**src/rtl/punct_pkg.sv**
```systemverilog
// Shared definitions for the 802.11a puncturer.
// Contents: rate codes, puncturing period per rate, and keep-mask constants.
// Keep masks are {keep_b, keep_a}.
package punct_pkg;

  typedef enum logic [1:0] {
    RATE_1_2  = 2'b00,
    RATE_2_3  = 2'b01,
    RATE_3_4  = 2'b10,
    RATE_RSVD = 2'b11
  } rate_e;

  // Number of input pairs in one puncturing period.
  localparam logic [1:0] PERIOD_1_2 = 2'd1;
  localparam logic [1:0] PERIOD_2_3 = 2'd2;
  localparam logic [1:0] PERIOD_3_4 = 2'd3;

  typedef struct packed {
    logic keep_b;
    logic keep_a;
  } keep_t;

  localparam keep_t KEEP_AB = 2'b11;
  localparam keep_t KEEP_A  = 2'b01;
  localparam keep_t KEEP_B  = 2'b10;

  // The reserved code behaves exactly like rate 1/2.
  function automatic rate_e norm_rate(input logic [1:0] r);
    return (r == 2'b11) ? RATE_1_2 : rate_e'(r);
  endfunction

  function automatic logic [1:0] rate_period(input rate_e r);
    case (r)
      RATE_2_3: return PERIOD_2_3;
      RATE_3_4: return PERIOD_3_4;
      default:  return PERIOD_1_2;
    endcase
  endfunction

endpackage

```
**src/rtl/punct_pattern.sv**
```systemverilog
// Combinational puncturing pattern lookup.
// Ports:
//   rate_i       - effective code rate for this pair
//   phase_i      - position of this pair within the puncturing period
//   keep_a_o     - bit A of the pair survives
//   keep_b_o     - bit B of the pair survives
//   last_phase_o - this pair closes the period (phase wraps to 0 next)
module punct_pattern
  import punct_pkg::*;
(
  input  rate_e      rate_i,
  input  logic [1:0] phase_i,
  output logic       keep_a_o,
  output logic       keep_b_o,
  output logic       last_phase_o
);

  keep_t keep;

  always_comb begin
    keep = KEEP_AB;
    case (rate_i)
      RATE_2_3: begin
        if (phase_i == 2'd1) keep = KEEP_A;
      end
      RATE_3_4: begin
        if (phase_i == 2'd1)      keep = KEEP_A;
        else if (phase_i == 2'd2) keep = KEEP_B;
      end
      default: keep = KEEP_AB;
    endcase
  end

  assign keep_a_o     = keep.keep_a;
  assign keep_b_o     = keep.keep_b;
  assign last_phase_o = (phase_i == (rate_period(rate_i) - 2'd1));

endmodule

```
**src/rtl/puncturer.sv**
```systemverilog
// 802.11a puncturer: takes rate-1/2 coded pairs (A,B), deletes bits according
// to the latched code rate and emits the survivors serially, A before B.
// Optional feature: define PUNCT_BITCOUNT_EN to add the per-frame output bit
// counter out_count_o (saturating, cleared by an accepted Sof beat).
// Ports:
//   clk_i, rst_ni          - clock, asynchronous active-low reset
//   rate_i                 - code rate, sampled only on an accepted Sof beat
//   in_valid_i/in_ready_o  - input handshake for in_a_i, in_b_i, sof_i
//   out_valid_o/out_ready_i- output handshake for out_bit_o
//   out_count_o            - bits emitted this frame (PUNCT_BITCOUNT_EN only)
// Handshake: a transfer happens on a rising edge where valid & ready are both
// high; valid never depends on ready, and a presented output is held stable
// until it is taken.
module puncturer
  import punct_pkg::*;
#(
  parameter int COUNT_WIDTH = 16
) (
  input  logic                   clk_i,
  input  logic                   rst_ni,
  input  logic [1:0]             rate_i,
  input  logic                   in_valid_i,
  input  logic                   in_a_i,
  input  logic                   in_b_i,
  input  logic                   sof_i,
  output logic                   in_ready_o,
  output logic                   out_valid_o,
  output logic                   out_bit_o,
`ifdef PUNCT_BITCOUNT_EN
  output logic [COUNT_WIDTH-1:0] out_count_o,
`endif
  input  logic                   out_ready_i
);

  rate_e      rate_q, rate_d;
  logic [1:0] phase_q, phase_d;
  logic [1:0] pend_q, pend_d;   // bits held, including the one on out_bit_o
  logic [1:0] hold_q, hold_d;   // hold_q[0] is the bit currently presented
  logic       valid_q, valid_d;

  logic       pop;
  logic       accept;
  rate_e      pat_rate;
  logic [1:0] pat_phase;
  logic       keep_a, keep_b, last_phase;

  // A Sof pair always starts a new period at the newly presented rate.
  assign pat_rate  = sof_i ? norm_rate(rate_i) : rate_q;
  assign pat_phase = sof_i ? 2'd0 : phase_q;

  punct_pattern u_pattern (
    .rate_i      (pat_rate),
    .phase_i     (pat_phase),
    .keep_a_o    (keep_a),
    .keep_b_o    (keep_b),
    .last_phase_o(last_phase)
  );

  assign pop = valid_q & out_ready_i;

  // With one bit left and the sink taking it this cycle, the holding register
  // frees up at the same edge, so a new pair can be loaded without a bubble.
  assign in_ready_o = (pend_q == 2'd0) | ((pend_q == 2'd1) & out_ready_i);
  assign accept     = in_valid_i & in_ready_o;

  always_comb begin
    rate_d  = rate_q;
    phase_d = phase_q;
    pend_d  = pend_q;
    hold_d  = hold_q;
    if (pop) begin
      hold_d = {1'b0, hold_q[1]};
      pend_d = pend_q - 2'd1;
    end
    if (accept) begin
      if (keep_a && keep_b) begin
        hold_d = {in_b_i, in_a_i};
        pend_d = 2'd2;
      end else if (keep_a) begin
        hold_d = {1'b0, in_a_i};
        pend_d = 2'd1;
      end else begin
        hold_d = {1'b0, in_b_i};
        pend_d = 2'd1;
      end
      phase_d = last_phase ? 2'd0 : pat_phase + 2'd1;
      if (sof_i) rate_d = pat_rate;
    end
    valid_d = (pend_d != 2'd0);
  end

  always_ff @(posedge clk_i or negedge rst_ni) begin
    if (!rst_ni) begin
      rate_q  <= RATE_1_2;
      phase_q <= 2'd0;
      pend_q  <= 2'd0;
      hold_q  <= 2'd0;
      valid_q <= 1'b0;
    end else begin
      rate_q  <= rate_d;
      phase_q <= phase_d;
      pend_q  <= pend_d;
      hold_q  <= hold_d;
      valid_q <= valid_d;
    end
  end

  assign out_valid_o = valid_q;
  assign out_bit_o   = hold_q[0];

`ifdef PUNCT_BITCOUNT_EN
  logic [COUNT_WIDTH-1:0] cnt_q, cnt_d;

  // Clearing wins over counting so a frame boundary that coincides with the
  // previous frame's last bit starts the new frame at zero.
  always_comb begin
    cnt_d = cnt_q;
    if (accept && sof_i)     cnt_d = '0;
    else if (pop && !(&cnt_q)) cnt_d = cnt_q + 1'b1;
  end

  always_ff @(posedge clk_i or negedge rst_ni) begin
    if (!rst_ni) cnt_q <= '0;
    else         cnt_q <= cnt_d;
  end

  assign out_count_o = cnt_q;
`else
  logic [COUNT_WIDTH-1:0] unused_count_w;
  assign unused_count_w = '0;
`endif

endmodule

```
**config.mk**
```make
export PLATFORM = sky130hd
export DESIGN_NAME = puncturer
export DESIGN_NICKNAME = d
export VERILOG_FILES = /design/src/rtl/punct_pkg.sv /design/src/rtl/punct_pattern.sv /design/src/rtl/puncturer.sv
export SDC_FILE = /design/constraint.sdc
export NUM_CORES = 1
export LEC_CHECK = 0
export CAP_MARGIN = 20
export CORE_MARGIN = 10
export CORE_UTILIZATION = 42
export DETAILED_ROUTE_END_ITERATION = 16
export MAX_ROUTING_LAYER = met4
export PLACE_DENSITY = 0.67
export SLEW_MARGIN = 25
export SYNTH_ARGS = -nofsm -noshare
export SYNTH_HDL_FRONTEND = slang
export SYNTH_HIERARCHICAL = 1
export SYNTH_SLANG_ARGS = --single-unit
```
**constraint.sdc**
```tcl
create_clock -name clk_i -period 2.66 [get_ports clk_i]
set_input_delay 0.266 -clock clk_i [delete_from_list [all_inputs] [get_ports clk_i]]
set_output_delay 0.266 -clock clk_i [all_outputs]
set_load 0.03 [all_outputs]
```
==> results of run 1 <==
-- worst max-delay path, delay by kind of cell, from the launching register on --
family,cells,cell delay [ns]
buffers and inverters,3,0.91
adder cells (fa/ha/maj),1,0.21
flip-flops,1,0.37
AO/OA/AOI/OAI,1,0.21
-- cells by family (layout without fill, tap and decap cells) --
group / count (synthesis) / in the layout / synth area share [%]
AO/OA/AOI/OAI: 17 / 17 / 19.4
AND/OR/NAND/NOR: 18 / 18 / 19.6
multiplexers: 3 / 3 / 4.75
adder cells (fa/ha/maj): 5 / 5 / 9.90
buffers and inverters: 9 / 24 / 6.53
XOR/XNOR: 3 / 3 / 4.16
flip-flops: 9 / 9 / 35.6
-- per-stage QoR --
| stage | hold slack, ns | std cells |
|---|---|---|
| floorplan | -0.0296 | 64 |
| global placement | 0.477 | 90 |
| detailed placement | 0.478 | 90 |
| CTS | 0.319 | 94 |
| global route | 0.329 | 94 |
| finish | 0.292 | 94 |
-- sequential cells by signal, summed over array words and instances, names as in the netlist --
name / cells
hold_q: 2
pend_q: 2
rate_q: 2
phase_q: 2
out_valid_o: 1
-- cell usage after synthesis (2+ instances only) --
library cell,instances,area (µm²)
a211o_1,2,17.5
and2b_2,2,17.5
dfrtp_1,9,225
ha_1,5,62.6
inv_1,7,26.3
mux2i_1,3,30.0
nand2_1,2,7.51
nand3_1,2,10.0
nand3b_1,2,15.0
nor2_1,2,7.51
o21ai_0,3,15.0
o2bb2ai_1,2,17.5
xor2_1,2,17.5
-- metal layers --
| metal | GRT usage, % | vias up | wire length, µm |
|---|---|---|---|
| met2 | 12.0 | 17 | 524 |
| met1 | 9.40 | 235 | 589 |
| li1 | - | 259 | - |
| met5 | - | - | 0 |
| met3 | 4.94 | 2 | 106 |
| met4 | 0.984 | 0 | 10 |
-- layout make-up --
class                   instances  area (µm²)
well taps                      15        18.8
inverters                       8        30.0
flip-flops and latches          9         225
clock buffers                   4        26.3
multi-input cells              46         365
fillers                       132         583
repair buffers                 12         118
-- power by group --
| group | total, W | leakage, nW | internal [W] | switching, W |
|---|---|---|---|---|
| logic | 0.000420 | 0.246 | 0.000193 | 0.000227 |
| clock network | 0.000105 | 0.0150 | 0.0000578 | 0.0000473 |
| registers | 0.000233 | 0.112 | 0.000196 | 0.0000372 |
-- worst max-delay path by stage --
stage	startpoint	slack [ns]	cells past startpoint	endpoint
6_report	pend_q[0]$_DFF_PN0_	0.43	5	in_ready_o
5_1_grt	pend_q[0]$_DFF_PN0_	0.34	5	in_ready_o
4_1_cts	pend_q[0]$_DFF_PN0_	0.42	5	in_ready_o
3_5_place_dp	sof_i	0.24	10	phase_q[1]$_DFFE_PN0P_
3_3_place_gp	sof_i	0.27	9	phase_q[1]$_DFFE_PN0P_
2_1_floorplan	sof_i	0.74	9	phase_q[1]$_DFFE_PN0P_
==> results.tsv, run 1 <==
metric	value	unit
count of different cell masters after synthesis	34	
root buf cell	clkbuf_4	
initial antenna violation count	0	
hpwl dp	998	µm
placed cell area	757	µm²
Final Setup Violations	0	
GRT Overall Usage	8.11	%
Mean Syn Cell Area	9.87	µm²
Core Region	1370	µm²
CP Class	flop to primary output	
critical path's slowest cell	clkdlybuf4s50_1	
row count	13	
VDD IR max	652	µV
CP max FO	4	
ys async rst share	100	%
WL per Instance	13.1	µm
Tcrit/Tclk final	83.7	%
clock transition at the registers of the reported paths	0.06	ns
synthesis warning total	6	
setup slack after placement	0.237	ns
Register-to-Register Path Depth	9	
first drt pass iteration count	4	
final hold viol count	0	
vias in the first global route	504	
hold_buf cts	0	
post-synthesis register bit count	9	
via count	513	
ys flop type	dfrtp_1	
antenna cells	0	
Slew Limit Headroom	74.0	%
Crit path largest cell delay	0.64	ns
Cells after Synth	64	
CP Launch Type	flop	
first-pass GRT wire length	2190	µm
final core occ	57.3	%
overall routed net length	1230	µm
Final WS setup	0.434	ns
Leak	0.373	nW
Die ar.	3460	µm²
Fmax	449	MHz
Pwr Density	968	nW/µm²
Pwr Total	0.000758	W
max_cap viols	0	
Reg2Reg Setup Slack	0.65	ns
status	finished clean	
Die X	58.8	µm
setup repair bufs after CTS	0	
synthesized area	632	µm²
RSZ-0062 raised after global routing	false	
post-synthesis sequential area ratio	35.6	%
Hold WC Path Type	input pin to asynchronous set/reset pin	
Via density	5.46	
max-slew violations	0	
Max Root-Sink Buffers	2	
Final Wtd Congestion	0.823	
syn nets	78	
worst-margin pin slew	0.389	ns
Resize count post-CTS	0	
CTS tree	built	
DRC	0	
Req. time, crit path	2.39	ns
r2r endpoint	phase_q[1]$_DFFE_PN0P_	
number of synthesized flops with an enable pin	0	
CP Capture Type	primary output	
IO Port Bufs	11	
total CTS buffers	3	
total gr overflow	0	
R2R Path Start	rate_q[0]$_DFFE_PN0P_	
min Tclk post-route	2.23	ns
H-tree levels	1	
design area	783	µm²
Clock Latency Late Sink	0.26	ns
largest net degree at the start of global routing	10	
Iteration-0 DRC Markers	9	
clock sink total	9	
I/O Pins	12	
most common cell after layout, fill and taps aside	clkdlybuf4s50_1	
initial core utilization	46.2	%
CP Cell Sequence	inv_1 > ha_1 > a21oi_2 > clkinv_1 > clkdlybuf4s50_1	
post-route ant nets	0	
Setup Skew	0.00541	ns
post-route setup TNS	0	ns
Total Nets Final	94	
most frequent cells in the layout	clkdlybuf4s50_1 (11), dfrtp_1 (9), inv_1 (7), ha_1 (5)	
area grow syn2layout	24.0	%
layout cells sized above 1	13.9	%
worst endpoint data arrival time	1.96	ns
die height	58.8	µm
No activity file was read; power rests on OpenSTA's default activity.
==> run 2, diff against run 1 <==
==> constraint.sdc (replaced) <==
create_clock -name clk_i -period 2.1 [get_ports clk_i]
set_input_delay 0.21 -clock clk_i [delete_from_list [all_inputs] [get_ports clk_i]]
set_output_delay 0.21 -clock clk_i [all_outputs]
set_load 0.03 [all_outputs]
==> run 2 against run 1 <==
Against the previous run: register-to-register slack worse by 0.43 ns; worst hold slack worse by 0.048 ns; clock skew down 0.0037 ns; critical path type is now input pin to flop; largest power group unchanged; highest routed layer is now met3; sequential share of layout area down 3.0 points; clock power up 27%; sequential power up 27%; wire length up 6.3%.
==> results.tsv, run 2 (synthesis gave the netlist of run 1 again) <==
metric	value	unit	change
status	finished clean		
Leak	0.450	nW	+20%
CP Capture Type	flop		
hpwl dp	1110	µm	+11%
Core Region	1370	µm²	unchanged
Via density	5.25		-3.8%
initial antenna violation count	0		unchanged
r2r endpoint	phase_q[1]$_DFFE_PN0P_		
Fmax	515	MHz	
Max Root-Sink Buffers	2		unchanged
antenna cells	0		unchanged
R2R Path Start	rate_q[1]$_DFFE_PN0P_		
IO Port Bufs	11		unchanged
max-slew violations	0		unchanged
via count	551		+7.4%
Pwr Total	0.00106	W	+40%
total gr overflow	0		unchanged
Req. time, crit path	2.30	ns	-0.09 ns
GRT Overall Usage	8.51	%	+0.40 points
Final Setup Violations	0		unchanged
placed cell area	840	µm²	+11%
Hold WC Path Type	input pin to asynchronous set/reset pin		
worst-margin pin slew	0.401	ns	+0.0115 ns
I/O Pins	12		unchanged
Tcrit/Tclk final	92.5	%	
Iteration-0 DRC Markers	11		+2
vias in the first global route	562		+12%
Clock Latency Late Sink	0.26	ns	about the same
hold_buf cts	0		unchanged
area grow syn2layout	38.4	%	
Worst Setup SP	rate_i[1]		
root buf cell	clkbuf_4		
RSZ-0062 raised after global routing	false		
DRC	0		unchanged
metal2 WL	584	µm	+11%
VDD IR max	637	µV	-2.2%
Slew Limit Headroom	73.2	%	-0.77 points
clock sink total	9		unchanged
setup slack after placement	-0.259	ns	-0.496 ns
overall routed net length	1310	µm	+6.3%
H-tree levels	1		unchanged
Register-to-Register Path Depth	9		unchanged
Multi-input gate area	369	µm²	+1.0%
register area	225	µm²	unchanged
die height	58.8	µm	unchanged
first drt pass iteration count	4		unchanged
initial core utilization	46.2	%	unchanged
CP Launch Type	input pin		
post-route ant nets	0		unchanged
Setup Skew	0.00171	ns	-0.00370 ns
WL per Instance	12.5	µm	-4.8%
post-route setup TNS	0	ns	unchanged
first-pass GRT wire length	2350	µm	+7.3%
top sig layer	met3		
CP Class	input pin to flop		
max_cap viols	0		unchanged
Final Wtd Congestion	0.782		-4.9%
Pwr Density	1210	nW/µm²	+25%
# fillers	123		-6.8%
wl on met1	642	µm	+9.0%
met3 wire len	81	µm	-24%
Die X	58.8	µm	unchanged
CP max FO	3		-1
row count	13		unchanged
Reg2Reg Setup Slack	0.22	ns	-0.43 ns
most common cell after layout, fill and taps aside	buf_4		
Final WS setup	0.157	ns	-0.278 ns
total CTS buffers	3		unchanged
most frequent cells in the layout	buf_4 (12), dfrtp_1 (9), clkdlybuf4s50_1 (9), inv_1 (7), ha_1 (5)		
layout cells sized above 1	25.6	%	+12 points
CTS tree	built		
min Tclk post-route	1.94	ns	
design area	875	µm²	+12%
largest net degree at the start of global routing	10		unchanged
Total Nets Final	105		+12%
final hold viol count	0		unchanged
worst endpoint data arrival time	2.14	ns	+0.18 ns
clock transition at the registers of the reported paths	0.06	ns	about the same
Die ar.	3460	µm²	unchanged
final core occ	64.0	%	+6.7 points
[run 2: changes by cell type in the layout (fill, tap and decap cells not counted), sizes merged]
| cell | delta |
|---|---|
| buf | +11 |
| clkdlybuf4s50 | -2 |
| dlymetal6s2s | +2 |
[run 2: area by class of cell]
cell class	count	share of cell area [%]
Tap cell	15	2.15
Inverter	8	3.43
Timing Repair Buffer	23	23.5
Sequential cell	9	25.8
Clock buffer	4	3.00
Multi-Input combinational cell	46	42.2
[run 2: repair_timing]
action,in CTS,in global routing
setup endpoints to repair,0,3
buffers inserted,0,0
resized for setup,0,4
[run 2: stage by stage]
stage          hold slack (ns)  cells
2_1_floorplan          -0.0856     64
3_3_place_gp             0.476    101
3_5_place_dp             0.476    101
4_1_cts                  0.254    105
5_1_grt                  0.264    105
6_report                 0.244    105
[run 2: metal layers]
layer | vias up | GRT usage (%)
li1 | 281 | -
met1 | 250 | 9.90
met2 | 20 | 13.2
met3 | 0 | 3.65
met4 | 0 | 1.97
met5 | - | -
[run 2: worst max path at each step]
stage                             end  cells past startpoint
3_5_place_dp   phase_q[1]$_DFFE_PN0P_                      9
4_1_cts        phase_q[1]$_DFFE_PN0P_                      9
3_3_place_gp   phase_q[1]$_DFFE_PN0P_                     10
6_report       phase_q[1]$_DFFE_PN0P_                     10
5_1_grt        phase_q[1]$_DFFE_PN0P_                     10
2_1_floorplan  phase_q[1]$_DFFE_PN0P_                      9
[run 2: critical path, stage by stage]
cell and delay, ns:
clkdlybuf4s50_1 0.41, nand3b_1 0.20, o21ai_2 0.11, inv_1 0.06, ha_1 0.23, xor2_1 0.13, nor2_1 0.06, or4b_4 0.51
nor3_2 0.12, a211o_1 0.11
[run 2: report_power, final]
group / internal [W] / switching (W) / total (W)
Combinational: 0.000326 / 0.000309 / 0.000634
Clock: 0.0000732 / 0.0000595 / 0.000133
Sequential: 0.000248 / 0.0000470 / 0.000295
Total: 0.000647 / 0.000415 / 0.00106
